$ cat config.mk
export PLATFORM = sky130hd
export DESIGN_NAME = hex_scroll_msg_flat
export DESIGN_NICKNAME = d
export VERILOG_FILES = /design/src/rtl/hex_scroll_msg_pkg.sv /design/src/rtl/hex_scroll_msg_if.sv /design/src/rtl/hex_scroll_msg_seg_glyph_dec.sv /design/src/rtl/hex_scroll_msg.sv /design/src/flat_wrapper.sv
export SDC_FILE = /design/constraint.sdc
export NUM_CORES = 1
export LEC_CHECK = 0
export BUFFER_PORTS_ARGS = -buffer_cell sky130_fd_sc_hd__buf_2
export CORE_MARGIN = 2
export CORE_UTILIZATION = 64
export CTS_CLUSTER_DIAMETER = 60
export DETAILED_ROUTE_END_ITERATION = 8
export PLACE_DENSITY = 0.85
export SYNTH_ARGS = -nofsm -noshare
export SYNTH_HDL_FRONTEND = slang
export SYNTH_SLANG_ARGS = --single-unit
$ cat constraint.sdc
create_clock -name CLOCK_50 -period 7.4 [get_ports CLOCK_50]
set_input_delay 1.48 -clock CLOCK_50 [delete_from_list [all_inputs] [get_ports CLOCK_50]]
set_output_delay 1.48 -clock CLOCK_50 [all_outputs]
set_load 0.02 [all_outputs]
$ cat src/rtl/hex_scroll_msg_pkg.sv
`default_nettype none
// ============================================================================
// hex_msg_pkg : glyph codes, segment patterns and message ROM for hex_scroll_msg
// Revision    : 1.0
// ============================================================================
package hex_msg_pkg;

    localparam int MSG_LEN = 8;

    localparam logic [3:0] G_BLANK = 4'd0;
    localparam logic [3:0] G_H     = 4'd1;
    localparam logic [3:0] G_E     = 4'd2;
    localparam logic [3:0] G_L     = 4'd3;
    localparam logic [3:0] G_P     = 4'd4;
    localparam logic [3:0] G_O     = 4'd5;
    localparam logic [3:0] G_A     = 4'd6;
    localparam logic [3:0] G_DASH  = 4'd7;

    localparam logic [6:0] SEG_BLANK = 7'b1111111;
    localparam logic [6:0] SEG_H     = 7'b0001001;
    localparam logic [6:0] SEG_E     = 7'b0000110;
    localparam logic [6:0] SEG_L     = 7'b1000111;
    localparam logic [6:0] SEG_P     = 7'b0001100;
    localparam logic [6:0] SEG_O     = 7'b1000000;
    localparam logic [6:0] SEG_A     = 7'b0001000;
    localparam logic [6:0] SEG_DASH  = 7'b0111111;

    typedef enum logic [1:0] {
        ST_BLANK = 2'd0,
        ST_RUN   = 2'd1,
        ST_PAUSE = 2'd2
    } state_e;

    // Rows are packed with character 0 in the least significant nibble.
    function automatic logic [3:0] msg_rom(input logic [1:0] sel, input logic [2:0] idx);
        logic [31:0] row;
        case (sel)
            2'd0:    row = {G_BLANK, G_BLANK, G_BLANK, G_BLANK, G_P, G_L, G_E, G_H};
            2'd1:    row = {G_BLANK, G_BLANK, G_BLANK, G_O, G_L, G_L, G_E, G_H};
            2'd2:    row = {G_DASH, G_A, G_L, G_O, G_DASH, G_A, G_L, G_O};
            default: row = {G_BLANK, G_BLANK, G_DASH, G_P, G_L, G_E, G_H, G_DASH};
        endcase
        return row[{idx, 2'b00} +: 4];
    endfunction

endpackage
`default_nettype wire

$ cat src/rtl/hex_scroll_msg_if.sv
`default_nettype none
// ============================================================================
// hex_scroll_msg_if : board-side keys, switches and HEX digit bundle
// Revision          : 1.0
// ============================================================================
interface hex_scroll_msg_if;
    logic [3:0] KEY;
    logic [9:0] SW;
    logic [6:0] HEX3;
    logic [6:0] HEX2;
    logic [6:0] HEX1;
    logic [6:0] HEX0;

    modport master (output KEY, output SW, input HEX3, input HEX2, input HEX1, input HEX0);
    modport slave  (input KEY, input SW, output HEX3, output HEX2, output HEX1, output HEX0);
endinterface
`default_nettype wire

$ cat src/rtl/hex_scroll_msg_seg_glyph_dec.sv
`default_nettype none
// ============================================================================
// seg_glyph_dec : 4-bit glyph code to active-low 7-segment pattern
// Revision      : 1.0
// ============================================================================
module seg_glyph_dec
    import hex_msg_pkg::*;
(
    input  logic [3:0] code_i,
    output logic [6:0] seg_o
);

    always_comb begin
        case (code_i)
            G_H:     seg_o = SEG_H;
            G_E:     seg_o = SEG_E;
            G_L:     seg_o = SEG_L;
            G_P:     seg_o = SEG_P;
            G_O:     seg_o = SEG_O;
            G_A:     seg_o = SEG_A;
            G_DASH:  seg_o = SEG_DASH;
            default: seg_o = SEG_BLANK;
        endcase
    end

endmodule
`default_nettype wire

$ cat src/rtl/hex_scroll_msg.sv
`default_nettype none
// ============================================================================
// hex_scroll_msg : scrolls a ROM message right-to-left across HEX3..HEX0
// Revision       : 1.0
// ============================================================================
module hex_scroll_msg
    import hex_msg_pkg::*;
#(
    parameter int TICK_DIV = 25000000
) (
    input  logic              CLOCK_50,
    hex_scroll_msg_if.slave   bus
);

    localparam logic [25:0] TICK_DIV_C = 26'(TICK_DIV);

    logic [2:1]  key_s1_q, key_s2_q, key_s3_q;
    logic [9:0]  sw_s1_q, sw_s2_q;
    logic [1:0]  sel_prev_q;
    logic [25:0] cnt_q, cnt_d;
    logic [2:0]  pos_q, pos_d;
    state_e      state_q, state_d;
    logic [6:0]  hex_q [4];
    logic [6:0]  seg   [4];

    logic        en, paused, counting, tick, msg_change, pause_press, step_press;
    logic [1:0]  sel, speed;
    logic [25:0] div_w, term;
    logic [2:0]  pos_inc;
    logic        unused_bits;

    assign en          = sw_s2_q[0];
    assign sel         = sw_s2_q[2:1];
    assign speed       = sw_s2_q[9:8];
    assign unused_bits = ^{bus.KEY[3], sw_s2_q[7:3]};

    assign pause_press = key_s3_q[1] & ~key_s2_q[1];
    assign step_press  = key_s3_q[2] & ~key_s2_q[2];
    assign msg_change  = (sel != sel_prev_q);
    assign paused      = (state_q == ST_PAUSE);

    // The fastest setting can shift the divider to zero; clamp so it ticks every cycle.
    assign div_w    = TICK_DIV_C >> speed;
    assign term     = (div_w == 26'd0) ? 26'd0 : div_w - 26'd1;
    assign counting = en & ~paused;
    assign tick     = counting & (cnt_q >= term);
    assign pos_inc  = (pos_q == 3'(MSG_LEN - 1)) ? 3'd0 : pos_q + 3'd1;

    always_comb begin
        state_d = state_q;
        if (!en) begin
            state_d = ST_BLANK;
        end else begin
            case (state_q)
                ST_BLANK: state_d = ST_RUN;
                ST_RUN:   if (pause_press) state_d = ST_PAUSE;
                ST_PAUSE: if (pause_press) state_d = ST_RUN;
                default:  state_d = ST_BLANK;
            endcase
        end
    end

    always_comb begin
        cnt_d = cnt_q;
        pos_d = pos_q;
        if (!en || msg_change) begin
            cnt_d = 26'd0;
            pos_d = 3'd0;
        end else if (tick) begin
            cnt_d = 26'd0;
            pos_d = pos_inc;
        end else if (counting) begin
            cnt_d = cnt_q + 26'd1;
        end else if (step_press && paused) begin
            pos_d = pos_inc;
        end
    end

    // Decoding from the next position lets the digits update on the same edge as pos.
    for (genvar g = 0; g < 4; g++) begin : g_digit
        logic [2:0] idx;
        assign idx = pos_d + 3'(g);
        seg_glyph_dec u_dec (
            .code_i (msg_rom(sel, idx)),
            .seg_o  (seg[g])
        );
    end

    always_ff @(posedge CLOCK_50) begin
        if (!bus.KEY[0]) begin
            key_s1_q   <= '0;
            key_s2_q   <= '0;
            key_s3_q   <= '0;
            sw_s1_q    <= '0;
            sw_s2_q    <= '0;
            sel_prev_q <= '0;
            cnt_q      <= '0;
            pos_q      <= '0;
            state_q    <= ST_BLANK;
            for (int i = 0; i < 4; i++) hex_q[i] <= SEG_BLANK;
        end else begin
            key_s1_q   <= bus.KEY[2:1];
            key_s2_q   <= key_s1_q;
            key_s3_q   <= key_s2_q;
            sw_s1_q    <= bus.SW;
            sw_s2_q    <= sw_s1_q;
            sel_prev_q <= sel;
            cnt_q      <= cnt_d;
            pos_q      <= pos_d;
            state_q    <= state_d;
            for (int i = 0; i < 4; i++) hex_q[i] <= en ? seg[i] : SEG_BLANK;
        end
    end

    assign bus.HEX3 = hex_q[0];
    assign bus.HEX2 = hex_q[1];
    assign bus.HEX1 = hex_q[2];
    assign bus.HEX0 = hex_q[3];

endmodule
`default_nettype wire

$ cat src/flat_wrapper.sv
// flat-port wrapper written by rule: the top's interface ports become plain ports
module hex_scroll_msg_flat import hex_msg_pkg::*;
#(
    parameter int TICK_DIV = 25000000
)
  (CLOCK_50, bus_KEY, bus_SW, bus_HEX3, bus_HEX2, bus_HEX1, bus_HEX0);
  hex_scroll_msg_if bus_i ();
  input  logic CLOCK_50;
  input wire logic [$bits(bus_i.KEY)-1:0] bus_KEY;
  input wire logic [$bits(bus_i.SW)-1:0] bus_SW;
  output wire logic [$bits(bus_i.HEX3)-1:0] bus_HEX3;
  output wire logic [$bits(bus_i.HEX2)-1:0] bus_HEX2;
  output wire logic [$bits(bus_i.HEX1)-1:0] bus_HEX1;
  output wire logic [$bits(bus_i.HEX0)-1:0] bus_HEX0;
  assign bus_i.KEY = bus_KEY;
  assign bus_i.SW = bus_SW;
  assign bus_HEX3 = bus_i.HEX3;
  assign bus_HEX2 = bus_i.HEX2;
  assign bus_HEX1 = bus_i.HEX1;
  assign bus_HEX0 = bus_i.HEX0;
  hex_scroll_msg #(.TICK_DIV(TICK_DIV)) u_core (.CLOCK_50(CLOCK_50), .bus(bus_i));
endmodule
After elaboration in Yosys (flattened, before gate mapping)
Memories as Yosys holds them, arrays and structs flattened.
Index checks and enable logic that the tools add are counted.
Widths: inputs -> output; s select.

storage, ports and cells
  input bits = 15
  bits in writable memories = 28
  memories kept = 1
  flip-flop bits (word level) = 59

cells by class
  magnitude comparators = 1
  $add $sub $neg = 6
  bitwise gates (word level) = 12
  mux-type cells = 24
  eq/ne operators = 36
  shift operators = 5
  reduce and logical (&&, ||, !) cells = 9

memory list
  memory        words  bits a word  read ports  clocked after Yosys merged registers in  write ports  line                  RTL
  u_core.hex_q  4      7            4           0                                        4            hex_scroll_msg.sv:23  logic [6:0] hex_q [4];

operator list
  cell                   count
  $pmux 7 s7             4
  $shiftx 32x6->4        4
  $pmux 31 s3            1
  $eq 4x3->1 const B     16
  $mux 7                 8
  $eq 4x2->1 const B     8
  $add 26x1->26 const B  1
  $ge 26x26->1           1
  $logic_not 26->1       1
  $mux 26                1
  $shr 25x2->26 const A  1
  $sub 26x1->26 const B  1
  $eq 4x1->1 const B     4
  $mux 3                 5
  $add 3x1->3 const B    2
  $add 3x2->3 const B    2
  $pmux 2 s3             1
  $and 1x1->1            4
  $eq 2x1->1 const B     2
  $eq 2x2->1 const B     2
  $logic_not 2->1        2
  $mux 2                 2
  $not 1->1              4
  $or 1x1->1             4
  other kinds (10)       12

Logic depth before layout (Yosys ltp)
  depth after elaboration = 13
  mapped depth = 20
  mapped depth without buffers = 17

By module
From an unflattened synthesis, not the netlist that was laid out.

unflattened totals
  cells, all modules = 520
  area, all modules = 4,586.9 µm²

modules (own cells, without submodules)
  module          area each (µm²)  instances  sequential area each (µm²)  cells an instance
  hex_scroll_msg  3,996.3          1          1,541.5                     440
  seg_glyph_dec   147.6            4          0.0                         20

Worst setup path after synthesis
OpenSTA, ideal clock, no wires.

  path kind = reg-to-reg
  from = reg u_core.sw_s2_q[8]
  to = mem u_core.hex_q[3][2]
  path buffers = 3
  data required time = 7,269 ps
  stages on the path, launching flop included = 20
  arrival = 3,976 ps
  slack = 3,294 ps
  cell sequence = dfxtp_1 -> nor2_1 -> inv_1 -> ha_1 -> a2111oi_2 -> o21ai_1 -> a211o_1 -> nand3_2 -> and3_1 -> buf_6 -> mux2_4 -> buf_4 -> ha_1 -> clkbuf_1 -> nor2b_1 -> nand2_1 -> a21oi_1 -> a311oi_4 -> nor3b_2 -> o21ai_1

RTL lines
  item                    line                   RTL
  start, declared         hex_scroll_msg.sv:18   logic [9:0] sw_s1_q, sw_s2_q;
  start signal, assigned  hex_scroll_msg.sv:106  sw_s2_q <= sw_s1_q;
  end, declared           hex_scroll_msg.sv:23

==> results.py <==
metrics = {
    "routing": {
        "drt-initial-drc-count": 228,
        "routed-via-count": 3502,
        "drt_pass1_iterations": 4,
        "drtAntennaViolNets": 0,
        "drcViolationCount": 0,
        "per_cell_routed_wire_length_um": 14.5,
        "drt-vias-per-instance": 5.88,
        "detail_route.wirelength_um": 8640,
    },
    "worst_setup_path": {
        "critical_path_arrival_ps": 5610,
        "crit_path_cell_trace": "nor2_1 > inv_1 > ha_1 > a2111oi_2 > o21ai_1 > a211o_1 > nand3_2 > and3_1 > mux2i_2 > inv_2 > ha_1 > or3_1 > nand3_1 > a22o_1 > nor3b_1 > o21ai_1",
        "criticalPathCategory": "reg -> reg",
        "nature_of_the_critical_path_endpoint": "register",
        "worst_path_max_delay_cell": "mux2i_2",
        "critical_path_buf_inv_count": 2,
        "crit_path_start_kind": "register",
        "cp.required_ps": 7610,
        "cpLargestDelayFamily": "simple AND/OR/NAND/NOR gates",
        "critical-path-max-stage-delay_ps": 850,
        "critical_path_peak_fanout": 13,
    },
    "global_route": {
        "grt_overflow": 0,
        "first_global_vias": 3282,
        "grt_pass1_wl_um": 14900,
        "grt_antenna_before_repair": 0,
        "grt_start_max_net_pins": 27,
        "track_usage_pct": 24.8,
    },
    "clock_tree": {
        "insertion_delay_ps": 360,
        "cts.repair_timing.setup_buffer_count": 0,
        "clkSinkCount": 73,
        "cts_buffers": 9,
        "max-clock-path-buffers": 2,
        "tritoncts": "done",
        "cts_hold_buf": 0,
        "clk_transition_reported_paths_ps": 80,
        "ctsRootBufferMaster": "clkbuf_8",
        "cts_repair_resize_count": 0,
        "htreeDepth": 3,
    },
    "layout": {
        "layout_commonest_cell": "dfxtp_1",
        "postLayoutCellArea_um2": 4670,
        "design.final.nets": 557,
        "seq_area_um2": 1460,
        "area_delta_synth_final_pct": 8.56,
        "insertedDiodeCount": 0,
        "layout.cells.most_common_list": "73 x dfxtp_1, 44 x nor2_1, 44 x nand2_1",
        "multiInputGateArea_um2": 2620,
        "n_fill_cell": 490,
        "post_route_cells_drive_above_1_share_pct": 15.6,
        "finish.cell_count_without_fillers": 596,
    },
    "logic_synthesis": {
        "asyncSetResetFlopFracSynth_pct": 0,
        "syn_avg_cell_area_um2": 8.69,
        "synthDistinctLibCells": 64,
        "synth.yosys.warnings": 0,
        "synthesis.instances": 495,
        "yosysSeqAreaShare_pct": 34.0,
        "postSynthNetCount": 538,
        "syn-cell-area_um2": 4300,
        "synth-edff-count": 0,
        "synth_register_bits": 73,
        "synth_ff_type": "dfxtp_1",
    },
    "job": {
        "maxCapViolCount": 0,
    },
    "timing": {
        "finalWorstPathRequiredPeriod_ps": 5400,
        "drv_slew": 0,
        "totalNegativeSetupSlack_ps": 0,
        "setup_slack_ps": 2000,
        "worst_slew_pin_slew_ps": 1000,
        "timing.slew.headroom_pct": 32.9,
        "finalCritPeriodShare_pct": 72.9,
        "setup-violations-final": 0,
        "skew_ps": 14.4,
        "final-hold-violation-count": 0,
        "grt_setup_unrepaired": "false",
        "fmax_mhz": 185,
    },
    "power_and_ir_drop": {
        "max-vdd-ir-drop_mv": 0.178,
        "p_leak_nw": 1.80,
        "power_density_over_the_cells_nw_per_um2": 182,
    },
    "placed_design": {
        "preCtsSetupSlack_ps": 2060,
        "place_inst": 580,
        "hpwl_um": 5940,
        "port_buffers": 36,
        "place_congestion": 0.881,
        "placedInstanceArea_um2": 4410,
    },
    "floorplanning": {
        "coreArea_um2": 6420,
        "placementRows": 29,
        "die_w_um": 86.0,
        "top_level_ports": 43,
        "fp.dieArea_um2": 7390,
        "initial_core_util_pct": 66.9,
        "dieHeight_um": 86.0,
    },
    "min_path": {
        "hold_path_class": "reg -> reg",
    },
    "outcome": {
        "status": "completed",
    },
}
==> kinds of logic (layout without fill, tap and decap cells) <==
group / after synthesis / in the layout / synth area share [%]
simple gates: 197 / 197 / 23.7
compound gates: 99 / 99 / 16.1
flops: 73 / 73 / 34.0
buf+inv: 42 / 66 / 5.03
xor+xnor: 35 / 35 / 7.65
fa+ha+maj: 28 / 28 / 8.15
mux: 19 / 19 / 5.21
other cells: 2 / 2 / 0.175
==> layer usage <==
| layer | vias to the layer above | wire, um | global-route usage, % |
|---|---|---|---|
| li1 | 1770 | - | - |
| met1 | 1631 | 4020 | 32.6 |
| met2 | 87 | 4060 | 40.9 |
| met3 | 14 | 395 | 5.00 |
| met4 | 0 | 158 | 8.08 |
| met5 | - | 0 | 0 |
==> state kept, by name (all words and copies together), names as in the netlist <==
| register | count |
|---|---|
| u_core.key_s3_q | 2 |
| u_core.key_s2_q | 2 |
| u_core.key_s1_q | 2 |
| u_core.sw_s1_q | 5 |
| u_core.cnt_q | 26 |
| u_core.pos_q | 3 |
| u_core.hex_q | 24 |
| u_core.sel_prev_q | 2 |
| u_core.sw_s2_q | 5 |
| u_core.state_q | 2 |
==> stage by stage <==
stage               power (mW)  util [%]  hold slack (ps)
floorplan                0.456         -              412
global placement         0.464      68.7              415
detailed placement       0.467      68.7              420
CTS                      0.851      72.7              439
global route             0.876      72.7              454
finish                   0.849      72.7              437
==> Yosys cell counts (all sizes together) (2+ instances only) <==
library cell  count  area share [%]
dfxtp            73              34
nor2             45             4.1
nand2            44             3.8
and2             31             4.5
o21ai            31             3.6
ha               28             8.1
nand3            24             3.0
a21oi            22             2.6
xnor2            19             4.4
xor2             16             3.3
buf              15             2.6
inv              14             1.3
clkbuf           13             1.1
and3             12             1.7
mux2i            11             2.9
nand4            10             1.5
a31oi             9             1.5
mux2              8             2.3
nor3              8            0.93
o211ai            8             1.4
nor2b             7             1.2
or3               5            0.73
nor3b             4            0.81
a211o             3            0.61
a311oi            3             1.4
o21a              3            0.52
o221ai            3            0.76
a211oi            2            0.35
a21boi            2            0.35
a21o              2            0.35
conb              2            0.17
nand2b            2            0.29
nand3b            2            0.35
o31ai             2            0.35
==> cell type report <==
class	count	area share (%)
clock inverters	6	2.47
well taps	77	2.06
multi-input cells	380	56.2
repair buffers	36	3.86
flip-flops and latches	73	31.3
clock buffers	10	2.95
inverters	14	1.18
==> worst register-to-register path, stage by stage (launching register included) <==
cell and delay (ps):
dfxtp_1 390, nor2_1 230, inv_1 120, ha_1 340, a2111oi_2 380, o21ai_1 110
a211o_1 310, nand3_2 100, and3_1 470, mux2i_2 850, inv_2 300, ha_1 500
or3_1 410, nand3_1 100, a22o_1 310, nor3b_1 240, o21ai_1 80
==> report_power, final <==
part           internal (mW)  leakage (nW)  switching [mW]
logic                 0.0212          1.08          0.0342
clock network          0.234         0.123           0.157
registers              0.399         0.593         0.00327
total                  0.655          1.80           0.195
==> path summary, 6_finish.rpt <==
check                                        start            endpoint  slack, ps  cells past startpoint
worst max-delay path             u_core.sw_s2_q[8]  u_core.hex_q[1][2]       2000                     16
worst min-delay path            u_core.key_s1_q[2]  u_core.key_s2_q[2]        440                      1
worst max register to register   u_core.sw_s2_q[8]  u_core.hex_q[1][2]       2000                     16
worst min register to register  u_core.key_s1_q[2]  u_core.key_s2_q[2]        440                      1
Power figures use the tool's default switching activity.
